File: src/rtl/axi4_rd_burst_gen_if.sv
// Signal bundle for axi4_rd_burst_gen: command channel, AR channel,
// R-channel monitor taps and status outputs.
interface axi4_rd_burst_gen_if #(
    parameter int ASIZE   = 32,
    parameter int IDSIZE  = 4,
    parameter int CLSIZE  = 16,
    parameter int MAX_OUT = 8
);
    localparam int OSIZE = $clog2(MAX_OUT + 1);

    // command channel
    logic              cmd_valid;
    logic              cmd_ready;
    logic [ASIZE-1:0]  cmd_addr;
    logic [CLSIZE-1:0] cmd_len;
    logic [IDSIZE-1:0] cmd_id;
    logic              cmd_done;

    // AXI4 AR channel
    logic              axi_arvalid;
    logic              axi_arready;
    logic [ASIZE-1:0]  axi_araddr;
    logic [7:0]        axi_arlen;
    logic [IDSIZE-1:0] axi_arid;
    logic [2:0]        axi_arsize;
    logic [1:0]        axi_arburst;

    // AXI4 R channel (observed only)
    logic              axi_rvalid;
    logic              axi_rready;
    logic              axi_rlast;

    // status
    logic [OSIZE-1:0]  outstanding;
    logic              err_underflow;

    // burst generator side
    modport master (
        input  cmd_valid, cmd_addr, cmd_len, cmd_id,
        output cmd_ready, cmd_done,
        output axi_arvalid, axi_araddr, axi_arlen, axi_arid, axi_arsize, axi_arburst,
        input  axi_arready,
        input  axi_rvalid, axi_rready, axi_rlast,
        output outstanding, err_underflow
    );

    // request source / AXI slave side
    modport slave (
        output cmd_valid, cmd_addr, cmd_len, cmd_id,
        input  cmd_ready, cmd_done,
        input  axi_arvalid, axi_araddr, axi_arlen, axi_arid, axi_arsize, axi_arburst,
        output axi_arready,
        output axi_rvalid, axi_rready, axi_rlast,
        input  outstanding, err_underflow
    );
endinterface

File: src/rtl/axi4_rd_burst_gen.sv
// AXI4 read-command burst generator: splits one linear read command into
// INCR bursts of at most MAX_LEN beats that never cross a 4 KB boundary,
// keeps at most MAX_OUT bursts in flight and pulses cmd_done when the last
// burst's final beat has been seen on R.
module axi4_rd_burst_gen #(
    parameter int ASIZE   = 32,
    parameter int DSIZE   = 256,
    parameter int IDSIZE  = 4,
    parameter int MAX_LEN = 16,
    parameter int MAX_OUT = 8,
    parameter int CLSIZE  = 16
) (
    input  logic                axi_aclk,
    input  logic                axi_arst,
    axi4_rd_burst_gen_if.master bus
);

    localparam int BYTES = DSIZE / 8;
    localparam int BSH   = $clog2(BYTES);
    localparam int OW    = $clog2(MAX_OUT + 1);
    localparam int RW    = CLSIZE + 1;
    // wide enough for remaining beats, the 4 KB room (up to 4096) and MAX_LEN
    localparam int BW    = (RW > 13) ? RW : 13;
    localparam logic [ASIZE-1:0] ALIGN_MASK = ~((ASIZE'(1) << BSH) - ASIZE'(1));

    typedef enum logic [1:0] {
        S_IDLE,
        S_CALC,
        S_ISSUE,
        S_WAIT_DONE
    } state_t;

    state_t            state_q, state_d;
    logic [ASIZE-1:0]  addr_q, addr_d;
    logic [RW-1:0]     rem_q, rem_d;
    logic [IDSIZE-1:0] id_q, id_d;
    logic              arvalid_q, arvalid_d;
    logic [ASIZE-1:0]  araddr_q, araddr_d;
    logic [7:0]        arlen_q, arlen_d;
    logic              done_q, done_d;
    logic              ready_q, ready_d;
    logic [OW-1:0]     outst_q, outst_d;
    logic              err_q, err_d;

    logic              cmd_hs;
    logic              ar_hs;
    logic              r_hs;
    logic [BW-1:0]     room;
    logic [BW-1:0]     beats;
    logic [8:0]        issued_beats;

    assign cmd_hs       = bus.cmd_valid & ready_q;
    assign ar_hs        = arvalid_q & bus.axi_arready;
    assign r_hs         = bus.axi_rvalid & bus.axi_rready & bus.axi_rlast;
    assign issued_beats = {1'b0, arlen_q} + 9'd1;

    // Next burst size: min(remaining, MAX_LEN, beats left in this 4 KB page)
    always_comb begin
        room  = BW'((13'd4096 - {1'b0, addr_q[11:0]}) >> BSH);
        beats = BW'(rem_q);
        if (beats > BW'(MAX_LEN)) begin
            beats = BW'(MAX_LEN);
        end
        if (beats > room) begin
            beats = room;
        end
    end

    // Outstanding-burst counter and sticky underflow flag
    always_comb begin
        outst_d = outst_q;
        err_d   = err_q;
        if (ar_hs && !r_hs) begin
            outst_d = outst_q + OW'(1);
        end else if (!ar_hs && r_hs) begin
            if (outst_q == '0) begin
                err_d = 1'b1;
            end else begin
                outst_d = outst_q - OW'(1);
            end
        end else if (ar_hs && r_hs && (outst_q == '0)) begin
            err_d = 1'b1;
        end
    end

    // Command FSM: next state, command bookkeeping and AR field staging
    always_comb begin
        state_d  = state_q;
        addr_d   = addr_q;
        rem_d    = rem_q;
        id_d     = id_q;
        araddr_d = araddr_q;
        arlen_d  = arlen_q;
        done_d   = 1'b0;

        case (state_q)
            S_IDLE: begin
                if (cmd_hs) begin
                    addr_d  = bus.cmd_addr & ALIGN_MASK;
                    rem_d   = RW'(bus.cmd_len) + RW'(1);
                    id_d    = bus.cmd_id;
                    state_d = S_CALC;
                end
            end

            S_CALC: begin
                araddr_d = addr_q;
                arlen_d  = 8'(beats - BW'(1));
                if (outst_q < OW'(MAX_OUT)) begin
                    state_d = S_ISSUE;
                end
            end

            S_ISSUE: begin
                if (ar_hs) begin
                    addr_d  = addr_q + (ASIZE'(issued_beats) << BSH);
                    rem_d   = rem_q - RW'(issued_beats);
                    state_d = (rem_d == '0) ? S_WAIT_DONE : S_CALC;
                end
            end

            S_WAIT_DONE: begin
                // done is raised from the counter's next value so it lands the
                // cycle after the final rlast; the state lingers one cycle so
                // cmd_ready only returns after the pulse
                if (done_q) begin
                    state_d = S_IDLE;
                end else if (outst_d == '0) begin
                    done_d = 1'b1;
                end
            end

            default: begin
                state_d = S_IDLE;
            end
        endcase

        arvalid_d = (state_d == S_ISSUE);
        ready_d   = (state_d == S_IDLE);
    end

    // State and output registers with synchronous reset
    always_ff @(posedge axi_aclk) begin
        if (axi_arst) begin
            state_q   <= S_IDLE;
            addr_q    <= '0;
            rem_q     <= '0;
            id_q      <= '0;
            arvalid_q <= 1'b0;
            araddr_q  <= '0;
            arlen_q   <= '0;
            done_q    <= 1'b0;
            ready_q   <= 1'b1;
            outst_q   <= '0;
            err_q     <= 1'b0;
        end else begin
            state_q   <= state_d;
            addr_q    <= addr_d;
            rem_q     <= rem_d;
            id_q      <= id_d;
            arvalid_q <= arvalid_d;
            araddr_q  <= araddr_d;
            arlen_q   <= arlen_d;
            done_q    <= done_d;
            ready_q   <= ready_d;
            outst_q   <= outst_d;
            err_q     <= err_d;
        end
    end

    assign bus.cmd_ready     = ready_q;
    assign bus.cmd_done      = done_q;
    assign bus.axi_arvalid   = arvalid_q;
    assign bus.axi_araddr    = araddr_q;
    assign bus.axi_arlen     = arlen_q;
    assign bus.axi_arid      = id_q;
    assign bus.axi_arsize    = 3'(BSH);
    assign bus.axi_arburst   = 2'b01;
    assign bus.outstanding   = outst_q;
    assign bus.err_underflow = err_q;

endmodule

File: src/flat_wrapper.sv
// flat-port wrapper written by rule: the top's interface ports become plain ports
module axi4_rd_burst_gen_flat 
#(
    parameter int ASIZE   = 32,
    parameter int DSIZE   = 256,
    parameter int IDSIZE  = 4,
    parameter int MAX_LEN = 16,
    parameter int MAX_OUT = 8,
    parameter int CLSIZE  = 16
)
  (axi_aclk, axi_arst, bus_cmd_valid, bus_cmd_addr, bus_cmd_len, bus_cmd_id, bus_cmd_ready, bus_cmd_done, bus_axi_arvalid, bus_axi_araddr, bus_axi_arlen, bus_axi_arid, bus_axi_arsize, bus_axi_arburst, bus_axi_arready, bus_axi_rvalid, bus_axi_rready, bus_axi_rlast, bus_outstanding, bus_err_underflow);
  axi4_rd_burst_gen_if #(.ASIZE(ASIZE), .IDSIZE(IDSIZE), .CLSIZE(CLSIZE), .MAX_OUT(MAX_OUT)) bus_i ();
  input  logic axi_aclk;
  input  logic axi_arst;
  input wire logic [$bits(bus_i.cmd_valid)-1:0] bus_cmd_valid;
  input wire logic [$bits(bus_i.cmd_addr)-1:0] bus_cmd_addr;
  input wire logic [$bits(bus_i.cmd_len)-1:0] bus_cmd_len;
  input wire logic [$bits(bus_i.cmd_id)-1:0] bus_cmd_id;
  output wire logic [$bits(bus_i.cmd_ready)-1:0] bus_cmd_ready;
  output wire logic [$bits(bus_i.cmd_done)-1:0] bus_cmd_done;
  output wire logic [$bits(bus_i.axi_arvalid)-1:0] bus_axi_arvalid;
  output wire logic [$bits(bus_i.axi_araddr)-1:0] bus_axi_araddr;
  output wire logic [$bits(bus_i.axi_arlen)-1:0] bus_axi_arlen;
  output wire logic [$bits(bus_i.axi_arid)-1:0] bus_axi_arid;
  output wire logic [$bits(bus_i.axi_arsize)-1:0] bus_axi_arsize;
  output wire logic [$bits(bus_i.axi_arburst)-1:0] bus_axi_arburst;
  input wire logic [$bits(bus_i.axi_arready)-1:0] bus_axi_arready;
  input wire logic [$bits(bus_i.axi_rvalid)-1:0] bus_axi_rvalid;
  input wire logic [$bits(bus_i.axi_rready)-1:0] bus_axi_rready;
  input wire logic [$bits(bus_i.axi_rlast)-1:0] bus_axi_rlast;
  output wire logic [$bits(bus_i.outstanding)-1:0] bus_outstanding;
  output wire logic [$bits(bus_i.err_underflow)-1:0] bus_err_underflow;
  assign bus_i.cmd_valid = bus_cmd_valid;
  assign bus_i.cmd_addr = bus_cmd_addr;
  assign bus_i.cmd_len = bus_cmd_len;
  assign bus_i.cmd_id = bus_cmd_id;
  assign bus_cmd_ready = bus_i.cmd_ready;
  assign bus_cmd_done = bus_i.cmd_done;
  assign bus_axi_arvalid = bus_i.axi_arvalid;
  assign bus_axi_araddr = bus_i.axi_araddr;
  assign bus_axi_arlen = bus_i.axi_arlen;
  assign bus_axi_arid = bus_i.axi_arid;
  assign bus_axi_arsize = bus_i.axi_arsize;
  assign bus_axi_arburst = bus_i.axi_arburst;
  assign bus_i.axi_arready = bus_axi_arready;
  assign bus_i.axi_rvalid = bus_axi_rvalid;
  assign bus_i.axi_rready = bus_axi_rready;
  assign bus_i.axi_rlast = bus_axi_rlast;
  assign bus_outstanding = bus_i.outstanding;
  assign bus_err_underflow = bus_i.err_underflow;
  axi4_rd_burst_gen #(.ASIZE(ASIZE), .DSIZE(DSIZE), .IDSIZE(IDSIZE), .MAX_LEN(MAX_LEN), .MAX_OUT(MAX_OUT), .CLSIZE(CLSIZE)) u_core (.axi_aclk(axi_aclk), .axi_arst(axi_arst), .bus(bus_i));
endmodule
File: config.mk
export PLATFORM = sky130hd
export DESIGN_NAME = axi4_rd_burst_gen_flat
export DESIGN_NICKNAME = d
export VERILOG_FILES = /design/src/rtl/axi4_rd_burst_gen_if.sv /design/src/rtl/axi4_rd_burst_gen.sv /design/src/flat_wrapper.sv
export SDC_FILE = /design/constraint.sdc
export NUM_CORES = 1
export LEC_CHECK = 0
export ABC_AREA = 1
export ABC_CLOCK_PERIOD_IN_PS = 3500
export BUFFER_PORTS_ARGS = -buffer_cell sky130_fd_sc_hd__buf_2
export CAP_MARGIN = 20
export CORE_MARGIN = 3
export CORE_UTILIZATION = 55
export CTS_BUF_LIST = sky130_fd_sc_hd__clkbuf_16
export DETAILED_ROUTE_END_ITERATION = 6
export HOLD_SLACK_MARGIN = 0.03
export PLACE_DENSITY = 0.81
export SETUP_SLACK_MARGIN = 0.02
export SLEW_MARGIN = 30
export SYNTH_ARGS = -nofsm -noshare
export SYNTH_HDL_FRONTEND = slang
export SYNTH_SLANG_ARGS = --single-unit
File: constraint.sdc
create_clock -name axi_aclk -period 3.5 [get_ports axi_aclk]
set_input_delay 0.35 -clock axi_aclk [delete_from_list [all_inputs] [get_ports axi_aclk]]
set_output_delay 0.35 -clock axi_aclk [all_outputs]
set_load 0.01 [all_outputs]
==> flow_metrics.py, run 1 <==
metrics = {
    "status": {
        "status": "finished clean",
    },
    "yosys": {
        "ys_ff_latch": 93,
        "synth_compound_area_frac": 0.180,
        "synth_top_cell_by_area": "dfxtp_1",
        "synthXorXnorAreaFrac": 0.0508,
        "synth_top_family_by_area": "simple AND/OR/NAND/NOR gates",
        "postSynthCellCount": 1017,
        "synth_fa_ha_area_frac": 0.0692,
        "avgSynthCellArea_sq_um": 6.44,
        "async_reset_ff_frac": 0,
        "synth_area_leaders": "dfxtp_1, nand2_1, nor2_1, o21ai_0, inv_1",
        "synth_simple_gate_area_frac": 0.315,
        "dominantRegCellSynth": "dfxtp_1",
        "synth_most_common_cell": "nand2_1",
        "ys_warn_count": 0,
        "syn_area_sq_um": 6550,
        "synth_enable_flop_cells": 0,
        "ys_seq_area_frac": 0.284,
        "synth_top_area_frac": 0.284,
        "ys_top_cells_by_count": "nand2_1, nor2_1, inv_1, dfxtp_1, o21ai_0",
        "synth_mux_area_frac": 0,
        "yosysUniqueCellTypes": 48,
    },
    "sta": {
        "finalSetupViolCount": 0,
        "period_share": 0.885,
        "fin_tns_setup_ps": 0,
        "period_minus_slack_ps": 3100,
        "finClkSkew_ps": 5.27,
        "hold_viol_final": 0,
        "rsz0062_at_grt": "false",
        "relSlewSlack": 0.445,
        "drv_slew": 0,
        "fmax_ghz": 0.323,
        "worst_pin_slew_ps": 831,
    },
    "worst_setup_path": {
        "path_max_fanout": 9,
        "rr_worst_depth": 20,
        "end_kind": "flop",
        "critPathLaunchType": "flop",
        "cp.required_ps": 3740,
        "critPathTopFamily": "simple AND/OR/NAND/NOR gates",
        "endpoint": "u_core.bus.axi_arlen[2]",
        "r2r-end": "u_core.bus.axi_arlen[2]",
        "worstSetupPathType": "flop to flop",
        "crit_start": "u_core.addr_q[5]",
        "cp_slowest_stage_delay_ps": 470,
        "crit_cells": 20,
        "crit_slowest_cell": "dfxtp_1",
        "regToRegSetupSlack_ps": 400,
        "cp_common_cell": "nand2_1",
        "reg2reg_from": "u_core.addr_q[5]",
        "cp_num_buf_inv": 4,
        "critPathArrivalTime_ps": 3340,
        "path_cells": "inv_1 > ha_1 > nand2_1 > nor3_1 > xor2_1 > ha_1 > nand2_1 > nor2_2 > nand2_1 > o211ai_4 > nand2_4 > nand2_1 > inv_1 > nor2_2 > inv_1 > ha_1 > nand2_1 > nand2_1 > o221ai_1 > inv_1",
    },
    "cells_and_area": {
        "postLayoutCoreUtil": 0.648,
        "nets": 1195,
        "diodes": 0,
        "syn2layout_area_growth_pct": 13.9,
        "drive_gt1_frac": 0.146,
    },
    "power_and_ir_drop": {
        "p_per_area_nw_per_um2": 673,
        "total_power_mw": 5.02,
        "cellLeakagePower_nw": 3.65,
        "peakVddDrop_v": 0.000331,
    },
    "detailed_routing": {
        "drc": 0,
        "wire_per_inst_microns": 13.4,
        "ant_nets": 0,
        "drt_wl_total_microns": 16700,
        "first_iter_violations": 665,
        "dr.pass1.iters": 5,
        "dr_total_vias": 6740,
        "avgViaCountPerCell": 5.40,
    },
    "clock_tree": {
        "clock_latency_ps": 350,
        "cts.sinks": 93,
        "cts_buffers": 9,
        "cts_tree": "done",
        "ctsHtreeMaxLevel": 3,
        "clockBufferDepth": 2,
        "clkSlewWorstSetupHoldPaths_ps": 70,
        "cts.root.buffer_cell": "clkbuf_16",
    },
    "global_routing": {
        "met2_usage": 0.411,
        "track_usage": 0.253,
        "use_met1": 0.353,
        "grt_pass1_vias": 5902,
        "grt_pass1_wl_microns": 27500,
        "top_usage_layer": "met2",
        "grt-ovfl-total": 0,
        "use_met3": 0.0405,
        "grt_max_degree": 50,
        "antenna_found_initial": 0,
    },
    "job": {
        "drv_cap": 0,
    },
    "placement": {
        "dp_hpwl_microns": 12800,
        "place.gp.congestion": 0.945,
        "io_buffers": 100,
    },
    "die": {
        "design.die.area_sq_um": 13200,
        "ios": 116,
        "die-height_microns": 115,
        "rows": 39,
        "die_x_microns": 115,
        "core_sq_um": 11500,
        "start_util": 0.568,
    },
    "hold_path": {
        "holdCritPathClass": "input port to flop",
    },
}
-- sequential cells by signal, indices dropped and copies added, names as in the netlist --
name	cells
u_core.addr_q	27
u_core.bus.axi_araddr	27
u_core.bus.axi_arid	4
u_core.bus.axi_arlen	8
u_core.bus.axi_arvalid	1
u_core.bus.cmd_done	1
u_core.bus.cmd_ready	1
u_core.bus.err_underflow	1
u_core.bus.outstanding	4
u_core.rem_q	17
u_core.state_q	2
-- worst min path at each step --
stage / start / endpoint / cells past startpoint
floorplan: u_core.addr_q[26] / u_core.addr_q[26] / 2
global placement: u_core.bus.err_underflow / u_core.bus.err_underflow / 2
detailed placement: u_core.bus.err_underflow / u_core.bus.err_underflow / 2
CTS: bus_cmd_id[2] / u_core.bus.axi_arid[2] / 3
global route: bus_cmd_id[2] / u_core.bus.axi_arid[2] / 3
finish: bus_cmd_id[2] / u_core.bus.axi_arid[2] / 3
-- logic make-up (layout without fill, tap and decap cells) --
| family | count (synthesis) | count (layout) |
|---|---|---|
| fa+ha+maj | 35 | 35 |
| simple gates | 478 | 478 |
| buf+inv | 162 | 240 |
| compound gates | 209 | 209 |
| other cells | 2 | 13 |
| flops | 93 | 93 |
| xor+xnor | 38 | 38 |
-- per-stage QoR --
stage               instances  hold WS (ps)  cell area [sq um]  worst slack (ps)
floorplan                1028           458               6590               771
global placement         1230           455               7110               415
detailed placement       1232           455               7150               349
CTS                      1248           250               7450               324
global route             1249           272               7460              32.4
finish                   1249           259               7460               403
-- metal layers --
metal / vias up / part of all wire
met5: - / 0
met4: 0 / 0.012
met3: 17 / 0.069
met2: 219 / 0.45
met1: 3014 / 0.47
li1: 3490 / -
-- layout make-up --
cell class                 instances  area [sq um]
clock buffer                       9           225
fill                            1073          4060
timing repair buffer             108           601
inverter                         116           435
clock inverter                     7          70.1
multi-input combinational        773          4090
tap                              143           179
sequential                        93          1860
-- cells in the final DEF, fill, tap and decap left out, drive strengths merged --
cell type	count
a211oi	3
a21boi	1
a21o	3
a21oi	79
a221o	1
a221oi	3
a31o	1
a31oi	11
and2	1
buf	108
clkbuf	9
clkinv	4
clkinvlp	1
conb	13
dfxtp	93
fa	2
ha	33
inv	118
nand2	215
nand3	63
nand3b	3
nand4	20
nor2	150
nor2b	2
nor3	17
nor4	3
o211ai	9
o21ai	91
o21bai	4
o221ai	2
o31ai	1
or2	4
xnor2	13
xor2	25
-- where the power goes --
| group | internal (mW) | total, mW | switching [mW] | leakage, nW |
|---|---|---|---|---|
| clock network | 0.499 | 0.954 | 0.455 | 0.141 |
| logic | 0.925 | 2.56 | 1.63 | 2.74 |
| registers | 1.27 | 1.51 | 0.233 | 0.763 |
| total | 2.70 | 5.02 | 2.32 | 3.65 |
-- worst min-delay path: stages --
cell,delay (ps)
buf_2,70
o21ai_0,70
nor2_1,80
-- repair_timing --
| item | in CTS | in global routing |
|---|---|---|
| hold buffers | 0 | 0 |
| resized for setup | 0 | 1 |
| buffers inserted | 0 | 1 |
| endpoints found under the setup margin | 0 | 3 |
No activity file was read; power rests on OpenSTA's default activity.
==> run 2: changes to the inputs <==
- BUFFER_PORTS_ARGS: -buffer_cell sky130_fd_sc_hd__buf_2 -> not set
- DONT_BUFFER_PORTS: not set -> 1
- PLACE_DENSITY: 0.81 -> 0.72
==> run 2 against run 1 <==
  * Combinational power fell by 7%
  * Worst hold slack got worse by 190 ps
  * Clock skew is 5.7 ps higher
  * Cell count is 7.8% lower
==> flow_metrics.py, run 2 (same netlist as run 1, synthesis figures left out) <==
metrics = {
    "status": {
        "status": "finished clean",
    },
    "detailed_routing": {
        "first_iter_violations": 629,
        "drc": 0,
        "dr.pass1.iters": 5,
        "wire_per_inst_microns": 14.8,
        "avgViaCountPerCell": 5.49,
        "dr_total_vias": 6315,
        "drt_wl_total_microns": 17000,
        "ant_nets": 0,
    },
    "worst_setup_path": {
        "path_max_fanout": 9,
        "regToRegSetupSlack_ps": 360,
        "path_cells": "inv_1 > ha_1 > nand2_1 > nor3_1 > xor2_1 > ha_1 > nand2_1 > nor2_2 > nand2_1 > o211ai_4 > nand2_4 > nand2_1 > inv_1 > nor2_2 > inv_1 > ha_1 > nand2_1 > nor2_1 > o21ai_1 > a21oi_1",
        "rr_worst_depth": 20,
        "critPathLaunchType": "flop",
        "end_kind": "flop",
        "crit_slowest_cell": "dfxtp_1",
        "cp_common_cell": "nand2_1",
        "cp_slowest_stage_delay_ps": 370,
        "cp.required_ps": 3730,
        "critPathArrivalTime_ps": 3370,
        "reg2reg_from": "u_core.addr_q[6]",
        "r2r-end": "u_core.bus.axi_arlen[6]",
        "worstSetupPathType": "flop to flop",
    },
    "hold_path": {
        "min_to": "u_core.bus.outstanding[1]",
        "holdCritPathClass": "input port to flop",
        "hold_depth": 1,
        "hold_start": "axi_arst",
    },
    "die": {
        "ios": 116,
        "die_x_microns": 115,
        "design.die.area_sq_um": 13200,
        "die-height_microns": 115,
        "rows": 39,
        "start_util": 0.568,
        "core_sq_um": 11500,
    },
    "global_routing": {
        "track_usage": 0.257,
        "grt_pass1_wl_microns": 27700,
        "antenna_found_initial": 0,
        "grt_max_degree": 47,
        "grt_pass1_vias": 5719,
        "grt-ovfl-total": 0,
    },
    "cells_and_area": {
        "postLayoutCoreUtil": 0.599,
        "mostFrequentLayoutCells": "nand2_1, nor2_1, inv_1, dfxtp_1, o21ai_0",
        "final_cell_area_sq_um": 6900,
        "drive_gt1_frac": 0.0586,
        "nets": 1096,
        "final_common_cell": "nand2_1",
        "syn2layout_area_growth_pct": 5.39,
    },
    "job": {
        "drv_cap": 0,
    },
    "clock_tree": {
        "ctsHoldBuffers": 0,
        "clkSlewWorstSetupHoldPaths_ps": 70,
        "clockBufferDepth": 2,
        "ctsHtreeMaxLevel": 3,
        "cts.root.buffer_cell": "clkbuf_16",
        "cts_tree": "done",
        "cts.sinks": 93,
        "cts_buffers": 9,
        "clock_latency_ps": 350,
    },
    "power_and_ir_drop": {
        "internal-power_mw": 2.57,
        "comb_power_share": 0.490,
        "peakVddDrop_v": 0.000280,
        "p_clk_frac": 0.187,
        "power_frac_seq": 0.323,
        "switchingPower_mw": 2.26,
        "switching_share": 0.467,
        "cellLeakagePower_nw": 3.17,
        "p_per_area_nw_per_um2": 701,
    },
    "sta": {
        "fmax_ghz": 0.319,
        "worst_pin_slew_ps": 870,
        "finClkSkew_ps": 11.0,
        "relSlewSlack": 0.419,
        "period_minus_slack_ps": 3140,
        "rsz0062_at_grt": "false",
        "hold_viol_final": 0,
        "period_share": 0.897,
        "finalSetupViolCount": 0,
        "drv_slew": 0,
        "fin_tns_setup_ps": 0,
    },
    "placement": {
        "place.gp.congestion": 0.985,
        "place_area_sq_um": 6630,
        "dp_hpwl_microns": 12800,
        "io_buffers": 0,
    },
}
run 2: worst max-delay path: cells and delay by family, from the launching register on:
kind / cells / cell delay, ps
fa+ha+maj: 3 / 560
buf+inv: 3 / 270
simple gates: 10 / 1060
compound gates: 3 / 450
xor+xnor: 1 / 290
flops: 1 / 370
run 2: repair_timing:
| item | 4_1_cts | 5_1_grt |
|---|---|---|
| resized for setup | 0 | 1 |
| setup buffers | 0 | 0 |
| setup endpoints to repair | 0 | 3 |
run 2: final cells by class:
cell class                      count  area, sq um
Inverter                          116          435
Clock buffer                        9          225
Clock inverter                      7         41.3
Multi-Input combinational cell    773         4090
Fill cell                        1137         4620
Tap cell                          143          179
Sequential cell                    93         1860
Antenna cell                        1         2.50
Timing Repair Buffer                9         67.6
run 2: worst max path at each step:
stage	end	start	cells after the start	slack, ps
final	u_core.bus.axi_arlen[6]	u_core.addr_q[6]	20	360
after global routing	u_core.bus.axi_arlen[6]	u_core.addr_q[6]	20	20
after CTS	u_core.bus.axi_arlen[6]	u_core.rem_q[11]	22	340
after detailed placement	u_core.bus.axi_arlen[6]	u_core.rem_q[11]	22	360
after global placement	u_core.bus.axi_arlen[6]	u_core.rem_q[11]	22	420
after floorplan	u_core.bus.axi_arlen[6]	u_core.addr_q[6]	20	770
run 2: metrics by stage:
stage / std cells / setup slack [ps] / hold WS [ps] / total power, mW
after floorplan: 1028 / 771 / 458 / 3.42
after global placement: 1134 / 416 / 429 / 3.88
after detailed placement: 1134 / 362 / 431 / 3.91
after CTS: 1150 / 344 / 56.9 / 4.82
after global routing: 1150 / 24.7 / 54.5 / 5.27
final: 1151 / 362 / 65.3 / 4.83
run 2: layer usage:
| metal | GRT usage | wire, microns | part of all wire |
|---|---|---|---|
| met1 | 0.365 | 8150 | 0.48 |
| met2 | 0.394 | 7310 | 0.43 |
| met3 | 0.0605 | 1380 | 0.081 |
| met4 | 0.0649 | 167 | 0.0098 |
| met5 | 0 | 0 | 0 |
run 2: power groups by stage:
stage	registers (mW)	logic, mW	clock network, mW
CTS	1.56	2.35	0.917
detailed placement	1.58	2.33	0
floorplan	1.50	1.92	0
global route	1.59	2.71	0.967
global placement	1.58	2.31	0
finish	1.56	2.37	0.906
